File: src/rtl/reset_sequencer_if.sv
// Control/status bundle between a reset_sequencer and its supervisor.
// The supervisor drives ready/restart and observes the staged resets.
interface reset_sequencer_if #(
  parameter int STEPS = 4
);
  logic             ready_async;
  logic             restart;
  logic [STEPS-1:0] rst_out;
  logic             done;
  logic             timeout;

  modport master (
    output ready_async, restart,
    input  rst_out, done, timeout
  );

  modport slave (
    input  ready_async, restart,
    output rst_out, done, timeout
  );
endinterface

File: src/rtl/reset_sequencer.sv
// Staged reset-release controller: synchronizes ready_async, then drops rst_out bits one by one.
// Optional HOLD watchdog enabled by defining RESET_SEQUENCER_TIMEOUT_EN.
module reset_sequencer #(
  parameter int STEPS        = 4,
  parameter int DELAY        = 16,
  parameter int EXTRA_STAGES = 0,
  parameter int TIMEOUT      = 1024
) (
  input  logic               reset,
  input  logic               clk,
  reset_sequencer_if.slave   bus
);

  // The FSM state register is the final synchronizer stage, so the explicit
  // chain is one flop shorter; the FSM reacts on the edge ready_sync rises.
  localparam int SYNC_LEN = 1 + EXTRA_STAGES;
  localparam int CNT_W    = $clog2(DELAY + 1);
  localparam int IDX_W    = $clog2(STEPS + 1);

  typedef enum logic [1:0] {
    HOLD,
    RUN,
    DONE
  } state_t;

  logic [SYNC_LEN-1:0] sync_q;
  logic                ready_sync;
  state_t              state;
  logic [CNT_W-1:0]    cnt;
  logic [IDX_W-1:0]    idx;
  logic [STEPS-1:0]    rst_q;
  logic                done_q;
  logic                abort;

  // NOTE: flops use non-blocking assignments so every stage samples the
  // pre-edge value of its neighbour; blocking here would collapse the chain.
  always_ff @(posedge clk or posedge reset) begin
    if (reset) begin
      sync_q <= '0;
    end else begin
      sync_q[0] <= bus.ready_async;
      for (int i = 1; i < SYNC_LEN; i++) begin
        sync_q[i] <= sync_q[i-1];
      end
    end
  end

  assign ready_sync = sync_q[SYNC_LEN-1];
  assign abort      = !ready_sync || bus.restart;

  always_ff @(posedge clk or posedge reset) begin
    if (reset) begin
      state  <= HOLD;
      cnt    <= '0;
      idx    <= '0;
      rst_q  <= '1;
      done_q <= 1'b0;
    end else begin
      case (state)
        HOLD: begin
          rst_q  <= '1;
          done_q <= 1'b0;
          if (ready_sync) begin
            state <= RUN;
            cnt   <= '0;
            idx   <= '0;
          end
        end
        RUN: begin
          if (abort) begin
            state  <= HOLD;
            cnt    <= '0;
            idx    <= '0;
            rst_q  <= '1;
            done_q <= 1'b0;
          end else if (cnt == CNT_W'(DELAY - 1)) begin
            // Releases go in index order, so shifting a zero in clears bit idx.
            rst_q <= rst_q << 1;
            cnt   <= '0;
            idx   <= idx + 1'b1;
            if (idx == IDX_W'(STEPS - 1)) begin
              state  <= DONE;
              done_q <= 1'b1;
            end
          end else begin
            cnt <= cnt + 1'b1;
          end
        end
        DONE: begin
          if (abort) begin
            state  <= HOLD;
            cnt    <= '0;
            idx    <= '0;
            rst_q  <= '1;
            done_q <= 1'b0;
          end
        end
        default: begin
          state  <= HOLD;
          cnt    <= '0;
          idx    <= '0;
          rst_q  <= '1;
          done_q <= 1'b0;
        end
      endcase
    end
  end

  assign bus.rst_out = rst_q;
  assign bus.done    = done_q;

`ifdef RESET_SEQUENCER_TIMEOUT_EN
  localparam int TCNT_W = $clog2(TIMEOUT + 1);

  logic [TCNT_W-1:0] tcnt;
  logic              timeout_q;

  // Counts only edges that start and stay in HOLD; leaving HOLD or a restart clears it.
  always_ff @(posedge clk or posedge reset) begin
    if (reset) begin
      tcnt      <= '0;
      timeout_q <= 1'b0;
    end else if (state != HOLD || ready_sync || bus.restart) begin
      tcnt      <= '0;
      timeout_q <= 1'b0;
    end else if (tcnt != TCNT_W'(TIMEOUT)) begin
      tcnt <= tcnt + 1'b1;
      if (tcnt == TCNT_W'(TIMEOUT - 1)) begin
        timeout_q <= 1'b1;
      end
    end
  end

  assign bus.timeout = timeout_q;
`else
  assign bus.timeout = 1'b0;
`endif

endmodule

File: src/flat_wrapper.sv
// flat-port wrapper written by rule: the top's interface ports become plain ports
module reset_sequencer_flat 
#(
  parameter int STEPS        = 4,
  parameter int DELAY        = 16,
  parameter int EXTRA_STAGES = 0,
  parameter int TIMEOUT      = 1024
)
  (reset, clk, bus_ready_async, bus_restart, bus_rst_out, bus_done, bus_timeout);
  reset_sequencer_if #(.STEPS(STEPS)) bus_i ();
  input  logic reset;
  input  logic clk;
  input wire logic [$bits(bus_i.ready_async)-1:0] bus_ready_async;
  input wire logic [$bits(bus_i.restart)-1:0] bus_restart;
  output wire logic [$bits(bus_i.rst_out)-1:0] bus_rst_out;
  output wire logic [$bits(bus_i.done)-1:0] bus_done;
  output wire logic [$bits(bus_i.timeout)-1:0] bus_timeout;
  assign bus_i.ready_async = bus_ready_async;
  assign bus_i.restart = bus_restart;
  assign bus_rst_out = bus_i.rst_out;
  assign bus_done = bus_i.done;
  assign bus_timeout = bus_i.timeout;
  reset_sequencer #(.STEPS(STEPS), .DELAY(DELAY), .EXTRA_STAGES(EXTRA_STAGES), .TIMEOUT(TIMEOUT)) u_core (.reset(reset), .clk(clk), .bus(bus_i));
endmodule
File: config.mk
export PLATFORM = sky130hd
export DESIGN_NAME = reset_sequencer_flat
export DESIGN_NICKNAME = d
export VERILOG_FILES = /design/src/rtl/reset_sequencer_if.sv /design/src/rtl/reset_sequencer.sv /design/src/flat_wrapper.sv
export SDC_FILE = /design/constraint.sdc
export NUM_CORES = 1
export LEC_CHECK = 0
export ABC_CLOCK_PERIOD_IN_PS = 2200
export CORE_ASPECT_RATIO = 0.7
export CORE_MARGIN = 4
export CORE_UTILIZATION = 40
export CTS_BUF_LIST = sky130_fd_sc_hd__clkbuf_4
export CTS_CLUSTER_DIAMETER = 60
export CTS_CLUSTER_SIZE = 25
export DETAILED_ROUTE_END_ITERATION = 7
export PLACE_DENSITY = 0.7
export SLEW_MARGIN = 20
export SYNTH_ARGS = -nofsm -noshare
export SYNTH_HDL_FRONTEND = slang
export SYNTH_SLANG_ARGS = --single-unit
File: constraint.sdc
create_clock -name clk -period 2.2 [get_ports clk]
set_input_delay 0.55 -clock clk [delete_from_list [all_inputs] [get_ports clk]]
set_output_delay 0.55 -clock clk [all_outputs]
set_load 0.1 [all_outputs]
==> results.py, run 1 <==
metrics = {
    "clock_tree": {
        "ctsResizeCount": 0,
        "cts_hold_buf": 0,
        "cts_setup_buffers": 0,
        "clkSinkCount": 16,
        "root_buffer": "clkbuf_4",
        "cts_tree": "done",
        "cts_buffers": 3,
        "path_clk_slew_ps": 100,
        "worstSkewPairLatency_ps": 290,
        "clockBufferDepth": 2,
        "htree_levels": 1,
    },
    "sta": {
        "fin_tns_setup_ps": 0,
        "report.final.slew_viol_count": 0,
        "worstMarginPinSlew_ps": 647,
        "rsz0062_at_grt": "no",
        "finalHoldViolCount": 0,
        "whs_ps": 492,
        "skew_ps": 7.09,
        "setup_viol": 0,
        "fmax_mhz": 611,
        "slew-limit-headroom_pct": 56.5,
        "min_period_ps": 1640,
        "timing.final.crit_share_pct": 74.4,
    },
    "floorplanning": {
        "die_area_um2": 2770,
        "die_w_um": 61.3,
        "row_count": 13,
        "pin_count": 10,
        "die_h_um": 45.3,
        "core_um2": 1870,
        "start_util_pct": 42.5,
    },
    "synthesis": {
        "ys.flop_type": "dfrtp_1",
        "synth_fp_nets": 76,
        "yosysUniqueCellTypes": 34,
        "synth-seq-cells": 16,
        "synthArstFlopShare_pct": 100,
        "synth_edf_count": 0,
        "syn_inst": 69,
        "syn_area_per_cell_um2": 11.5,
        "ys_warn_count": 0,
        "syn_area_um2": 795,
        "ys_seq_area_share_pct": 51.0,
    },
    "power": {
        "p_leak_uw": 0.000394,
        "p_per_area_nw_per_um2": 536,
        "peakVddDrop_mv": 0.291,
    },
    "worst_setup_path": {
        "worstPathArrival_ps": 1870,
        "required_ps": 2430,
        "critical_path.max_fanout": 13,
        "crit_slowest_cell": "clkdlybuf4s50_1",
        "worstSetupEndpointType": "register",
        "crit_type": "input port to register",
        "crit_chain": "clkdlybuf4s50_1 -> and4bb_4 -> a21oi_1 -> o22a_1",
        "crit_path_max_incr_delay_ps": 520,
        "path_buf_inv": 1,
        "cp_top_family": "buffers and inverters",
        "cp-start-kind": "input port",
    },
    "global_routing": {
        "antenna_found_initial": 0,
        "grt.total_usage_pct": 13.0,
        "grt_pass1_wl_um": 2560,
        "first_global_vias": 573,
        "grt_start_max_net_pins": 17,
        "grt.overflow.total": 0,
    },
    "detailed_routing": {
        "viasPerCell": 5.76,
        "drtIter0Drc": 31,
        "drc": 0,
        "final_antenna_net_count": 0,
        "vias": 570,
        "wirelength_um": 1530,
        "wire_per_inst_um": 15.4,
        "first_pass_iters": 4,
    },
    "run_status": {
        "outcome": "finished, final reports clean",
    },
    "hold_path": {
        "hold_class": "register to register",
    },
    "layout": {
        "area_growth_pct": 17.2,
        "n_antenna_cell": 0,
        "layout.nets": 85,
        "layout-drive-gt1-share_pct": 22.1,
    },
    "job": {
        "maxCapViolations": 0,
    },
    "place": {
        "gp_congestion": 0.721,
        "port_buffers": 8,
    },
}
==> cells by family (layout without fill, tap and decap cells) <==
| logic type | after synthesis | count (layout) | synth area share [%] |
|---|---|---|---|
| adder cells (fa/ha/maj) | 3 | 3 | 4.72 |
| AO/OA/AOI/OAI | 19 | 19 | 16.5 |
| flip-flops | 16 | 16 | 51.0 |
| AND/OR/NAND/NOR | 21 | 21 | 19.1 |
| multiplexers | 1 | 1 | 1.26 |
| other | 1 | 1 | 0.472 |
| XOR/XNOR | 1 | 1 | 1.10 |
| buffers and inverters | 7 | 15 | 5.83 |
==> layout by cell type (no fill, tap or decap), types with 2 or more instances in the layout <==
master / synthesis / layout
inv_1: 3 / 3
a21oi_1: 2 / 2
dfstp_2: 4 / 4
buf_12: 0 / 4
nand3_1: 4 / 4
and4bb_4: 2 / 2
o21ai_0: 6 / 6
nand2_1: 4 / 4
clkdlybuf4s50_1: 0 / 3
o22a_1: 3 / 3
dfrtp_1: 12 / 12
ha_1: 3 / 3
nor2_1: 2 / 2
clkbuf_4: 0 / 3
==> area by class of cell <==
| type | instances | area [um^2] |
|---|---|---|
| clock buffers | 3 | 22.5 |
| fillers | 171 | 940 |
| repair buffers | 8 | 118 |
| clock inverters | 1 | 3.75 |
| inverters | 3 | 11.3 |
| well taps | 22 | 27.5 |
| multi-input cells | 46 | 343 |
| flip-flops and latches | 16 | 405 |
==> sequential cells by signal, indices dropped and copies added, names as in the netlist <==
register / count
u_core.bus.rst_out: 4
u_core.ready_sync: 1
u_core.bus.done: 1
u_core.state: 2
u_core.idx: 3
u_core.cnt: 5
==> synth_stat cells, types with 2 or more instances <==
| library cell | instances | area share (%) |
|---|---|---|
| and4bb_4 | 2 | 4.1 |
| dfstp_2 | 4 | 13 |
| nand2_1 | 4 | 1.9 |
| a21oi_1 | 2 | 1.3 |
| dfrtp_1 | 12 | 38 |
| inv_1 | 3 | 1.4 |
| buf_6 | 2 | 2.8 |
| nand3_1 | 4 | 2.5 |
| o21ai_0 | 6 | 3.8 |
| nor2_1 | 2 | 0.95 |
| o22a_1 | 3 | 3.3 |
| ha_1 | 3 | 4.7 |
==> report_power, final <==
group / internal [uW] / leakage, uW / switching (uW)
Clock: 66.0 / 0.0000154 / 93.2
Sequential: 298 / 0.000205 / 4.27
Combinational: 13.3 / 0.000174 / 24.0
Total: 377 / 0.000394 / 121
==> per-layer routing <==
layer  up-vias  global-route usage, %  part of all wire [%]
li1        268                      -                     -
met5         -                      0                     0
met3         6                   5.14                   5.4
met4         0                   5.19                   2.4
met2        15                   17.5                    42
met1       281                   18.4                    50
==> final timing paths <==
| check | startpoint | endpoint | slack [ps] | cells after the start |
|---|---|---|---|---|
| min reg2reg | u_core.idx[0] | u_core.idx[0] | 490 | 1 |
| min | u_core.idx[0] | u_core.idx[0] | 490 | 1 |
| max in group asynchronous | reset | u_core.cnt[0] | 1190 | 2 |
| max reg2reg | u_core.cnt[0] | u_core.idx[2] | 730 | 4 |
| min in group asynchronous | reset | u_core.idx[2] | 620 | 2 |
| max | bus_restart | u_core.bus.rst_out[3] | 560 | 4 |
==> worst reg2reg max path: stages (launching register included) <==
cell,delay [ps]
dfrtp_1,390
ha_1,240
nand4b_1,220
a211oi_2,360
o22ai_1,140
==> through the flow <==
stage                     area, um^2  setup slack (ps)  total power (uW)  cells  utilization (%)
final                            931               562               499     99             49.8
after global routing             931               516               522     99             49.8
after CTS                        931               567               507     99             49.8
after detailed placement         905               264               345     95             48.4
after global placement           905               301               344     95             48.4
after floorplan                  795               752               336     69                -
Power figures use the tool's default switching activity.
==> run 2: changes to the inputs <==
ABC_CLOCK_PERIOD_IN_PS = 1300   (was 2200)
PLACE_DENSITY = 0.72   (was 0.7)
clock period = 1.3 ns   (was 2.2 ns; I/O delays follow)
==> run 2 against run 1 <==
Net effect:
- the run now ends with setup timing left
- combinational power grew 140%
- register-to-register slack lost 830 ps
- final cell count grew 19%
- clock skew shrank 1.5 ps
- sequential share of layout area shrank 7.6 points
- sequential power grew 71%
- non-clock buffer count grew 18
- setup slack lost 660 ps
- total power grew 77%
- clock power grew 73%
- die area is the same
==> results.py, run 2 (same netlist as run 1, synthesis figures left out) <==
metrics = {
    "place": {
        "dp_slack_ps": -397,
        "gp_congestion": 0.756,
        "place_area_um2": 962,
        "port_buffers": 8,
        "dp_hpwl_um": 1270,
    },
    "floorplanning": {
        "start_util_pct": 42.5,
        "pin_count": 10,
        "die_w_um": 61.3,
        "row_count": 13,
        "die_area_um2": 2770,
        "die_h_um": 45.3,
        "core_um2": 1870,
    },
    "run_status": {
        "outcome": "finished with violations",
        "violations": "setup timing",
    },
    "power": {
        "power_switching_share_pct": 25.5,
        "seqPwrFrac_pct": 58.5,
        "p_per_area_nw_per_um2": 777,
        "p_int_uw": 656,
        "p_total_uw": 881,
        "p_leak_uw": 0.000495,
        "combPwrFrac_pct": 10.3,
        "switchingPower_uw": 225,
        "peakVddDrop_mv": 0.665,
        "share_clk_of_total_power_pct": 31.2,
    },
    "global_routing": {
        "grt_start_max_net_pins": 17,
        "first_global_vias": 663,
        "grt.overflow.total": 0,
        "antenna_found_initial": 0,
        "grt_pass1_wl_um": 3330,
        "grt.total_usage_pct": 17.5,
    },
    "clock_tree": {
        "cts_tree": "done",
        "path_clk_slew_ps": 100,
        "cts_buffers": 3,
        "clkSinkCount": 16,
        "clockBufferDepth": 2,
        "worstSkewPairLatency_ps": 290,
        "htree_levels": 1,
        "root_buffer": "clkbuf_4",
    },
    "worst_setup_path": {
        "crit_path_max_incr_delay_ps": 590,
        "crit_slowest_cell": "dfstp_2",
        "cp_top_family": "flip-flops",
        "worstSetupEndpointType": "output port",
        "required_ps": 980,
        "crit_chain": "buf_12",
        "critical_path.max_fanout": 2,
        "crit_type": "register to output port",
        "worstPathArrival_ps": 1070,
        "path_buf_inv": 1,
        "cp-start-kind": "register",
    },
    "sta": {
        "finalHoldViolCount": 0,
        "min_period_ps": 1400,
        "report.final.slew_viol_count": 0,
        "setup_viol": 11,
        "fmax_mhz": 716,
        "finalWorstSetupSlack_ps": -97.6,
        "rsz0062_at_grt": "yes",
        "timing.final.crit_share_pct": 108,
        "skew_ps": 5.63,
    },
    "layout": {
        "layout.nets": 104,
        "regMostFlops": "u_core.cnt",
        "final_cell_mix": "16 x buf_4, 10 x dfrtp_1, 6 x buf_12, 4 x nand3_1, 4 x dfstp_2",
        "design_area_um2": 1130,
        "area_growth_pct": 42.7,
        "layout-drive-gt1-share_pct": 47.9,
        "largest_reg_flops": 5,
        "final_common_cell": "buf_4",
        "n_antenna_cell": 0,
    },
    "detailed_routing": {
        "wire_per_inst_um": 18.4,
        "wirelength_um": 2180,
        "vias": 684,
        "viasPerCell": 5.80,
        "first_pass_iters": 4,
        "drc": 0,
        "drtIter0Drc": 28,
        "final_antenna_net_count": 0,
    },
    "job": {
        "maxCapViolations": 0,
    },
    "hold_path": {
        "hold_class": "input port to asynchronous set/reset pin",
    },
}
-- run 2: cell types whose count changed in the layout (fill, tap and decap cells not counted), sizes merged --
cell,before,now
buf,5,23
dlygate4sd2,0,1
clkdlybuf4s50,3,2
and4bb,2,3
-- run 2: what timing repair did --
action,in CTS,in global routing
hold buffers,0,0
buffers inserted,9,3
pin swaps,6,6
gates resized for setup,9,8
endpoints found under the setup margin,14,16
cloned,1,0
-- run 2: layout make-up --
class | instances | area [um^2]
tap | 22 | 27.5
timing repair buffer | 26 | 274
inverter | 3 | 11.3
clock buffer | 3 | 22.5
multi-input combinational | 47 | 387
sequential | 16 | 408
clock inverter | 1 | 3.75
fill | 155 | 737
-- run 2: layer usage --
layer  global-route usage [%]  vias up  wire, um
li1                         -      310         -
met2                     28.9       21      1110
met4                     2.60        0        34
met3                     6.57        4       114
met5                        0        -         0
met1                     22.3      349       921
-- run 2: power groups by stage --
stage | registers, uW | clock network (uW) | logic [uW]
global placement | 520 | 0 | 71.9
global route | 516 | 314 | 97.8
floorplan | 519 | 0 | 50.4
CTS | 513 | 283 | 84.9
detailed placement | 521 | 0 | 74.2
finish | 515 | 275 | 90.5
-- run 2: worst paths after layout --
kind	endpoint	start	slack (ps)	depth (start not counted)
worst max-delay path	bus_rst_out[0]	u_core.bus.rst_out[0]	-100	1
worst min-delay path	u_core.bus.done	reset	330	3
worst max register to register	u_core.idx[2]	u_core.cnt[0]	-100	4
worst min register to register	u_core.idx[0]	u_core.idx[0]	500	1
max in group asynchronous	u_core.bus.rst_out[1]	reset	720	3
min in group clk	u_core.ready_sync	bus_ready_async	450	1
-- run 2: metrics by stage --
step / util, % / setup TNS, ps / instances / hold slack, ps
4_1_cts: 58.1 / -425 / 115 / 327
2_1_floorplan: - / 0 / 69 / 236
5_1_grt: 60.6 / -1430 / 118 / 346
3_5_place_dp: 51.4 / -4250 / 101 / 482
3_3_place_gp: 51.4 / -3890 / 101 / 470
6_report: 60.6 / -637 / 118 / 326
==> run 3: changes to the inputs <==
CORE_MARGIN = 10   (was 4)
SKIP_CTS_REPAIR_TIMING = 1   (was unset)
==> run 3 against run 2 <==
Net effect:
- the flow still finishes with violations (setup timing)
- die area rose by 51%
- critical path depth unchanged
- utilization fell by 1.9 points
- first-iteration DRC count grew 110%
- global-route usage shrank 8.6 points
- fmax about the same
- clock skew grew 4.4 ps
- final cell count is 5.1% lower
- sequential power about the same
- register-to-register slack gained 90 ps
==> results.py, run 3 (same netlist as run 1, synthesis figures left out) <==
metrics = {
    "power": {
        "p_leak_uw": 0.000469,
        "p_total_uw": 877,
        "peakVddDrop_mv": 0.568,
        "p_per_area_nw_per_um2": 799,
    },
    "place": {
        "dp_hpwl_um": 1230,
        "gp_congestion": 0.743,
        "port_buffers": 8,
    },
    "sta": {
        "report.final.slew_viol_count": 0,
        "timing.final.crit_share_pct": 107,
        "skew_ps": 10.0,
        "fmax_mhz": 716,
        "min_period_ps": 1400,
        "finalWorstSetupSlack_ps": -96.7,
        "fin_tns_setup_ps": -267,
        "setup_viol": 6,
        "rsz0062_at_grt": "yes",
        "finalHoldViolCount": 0,
    },
    "run_status": {
        "outcome": "finished with violations",
        "violations": "setup timing",
    },
    "worst_setup_path": {
        "worstPathArrival_ps": 1070,
        "rr_endpoint": "u_core.idx[2]",
        "crit_type": "register to output port",
        "regToRegSetupSlack_ps": -10,
        "crit_chain": "buf_12",
        "r2r_cells": 4,
        "cp_top_family": "flip-flops",
        "required_ps": 980,
        "path_buf_inv": 1,
        "r2r-start": "u_core.state[1]",
        "crit_slowest_cell": "dfstp_2",
        "cp-start-kind": "register",
        "worstSetupEndpointType": "output port",
        "crit_path_max_incr_delay_ps": 590,
        "critical_path.max_fanout": 3,
    },
    "floorplanning": {
        "start_util_pct": 42.5,
        "pin_count": 10,
        "die_h_um": 57.3,
        "die_w_um": 73.3,
        "row_count": 13,
        "die_area_um2": 4200,
        "core_um2": 1870,
    },
    "clock_tree": {
        "htree_levels": 1,
        "cts_buffers": 3,
        "cts_tree": "done",
        "root_buffer": "clkbuf_4",
        "clockBufferDepth": 2,
        "clkSinkCount": 16,
        "worstSkewPairLatency_ps": 290,
        "path_clk_slew_ps": 100,
    },
    "detailed_routing": {
        "wirelength_um": 1890,
        "wire_per_inst_um": 16.9,
        "drc": 0,
        "vias": 626,
        "final_antenna_net_count": 0,
        "first_pass_iters": 4,
        "drtIter0Drc": 58,
        "viasPerCell": 5.59,
    },
    "global_routing": {
        "antenna_found_initial": 0,
        "grt.overflow.total": 0,
        "grt_start_max_net_pins": 17,
        "grt.total_usage_pct": 8.88,
        "first_global_vias": 621,
        "grt_pass1_wl_um": 2950,
    },
    "layout": {
        "layout-drive-gt1-share_pct": 42.2,
        "layout.nets": 98,
        "area_growth_pct": 38.3,
        "largest_reg_flops": 5,
        "n_antenna_cell": 0,
        "regMostFlops": "u_core.cnt",
        "final_cell_mix": "9 x buf_4, 9 x dfrtp_1, 5 x buf_12",
    },
    "job": {
        "maxCapViolations": 0,
    },
    "hold_path": {
        "hold_class": "input port to asynchronous set/reset pin",
    },
}
## run 3: cell types whose count changed in the layout (fill, tap and decap cells not counted), sizes merged
cell          previous run  this run
and4bb                   3         4
buf                     23        16
dlygate4sd2              1         0
dlymetal6s2s             0         1
## run 3: area by class of cell
type / instances / area (um^2)
clock buffer: 3 / 22.5
clock inverter: 1 / 3.75
fill: 157 / 772
inverter: 3 / 11.3
multi-input combinational: 48 / 402
sequential: 16 / 409
tap: 22 / 27.5
timing repair buffer: 19 / 223
## run 3: worst max-delay path by stage
stage / start / to / slack [ps] / cells past startpoint
after floorplan: u_core.cnt[0] / u_core.state[0] / 20 / 5
after global placement: bus_restart / u_core.cnt[1] / -370 / 4
after detailed placement: bus_restart / u_core.bus.rst_out[2] / -390 / 4
after CTS: bus_restart / u_core.cnt[1] / -130 / 4
after global routing: u_core.bus.rst_out[0] / bus_rst_out[0] / -140 / 1
final: u_core.bus.rst_out[0] / bus_rst_out[0] / -100 / 1
## run 3: tightest hold or removal path: cells and delay by family
family | cells | cell delay (ps)
buf+inv | 3 | 660
## run 3: metal layers
layer / track usage (%) / part of all wire [%] / vias up
met5: 0 / 0 / -
met4: 2.43 / 0.85 / 0
met3: 4.84 / 9.3 / 2
met2: 12.9 / 48 / 19
met1: 11.1 / 41 / 306
li1: - / - / 299
## run 3: power by group
group          switching, uW  internal [uW]
clock                    160            112
sequential              9.23            505
combinational           49.5           42.3
total                    218            659
## run 3: per-stage QoR
step                      hold slack (ps)  area (um^2)  worst slack (ps)  util (%)  instances
after floorplan                       236          795              17.5         -         69
after global placement                475          962              -373      51.4        101
after detailed placement              500          962              -385      51.4        101
after CTS                             331          988              -132      52.8        105
after global routing                  334         1100              -140      58.7        112
final                                 321         1100             -96.7      58.7        112
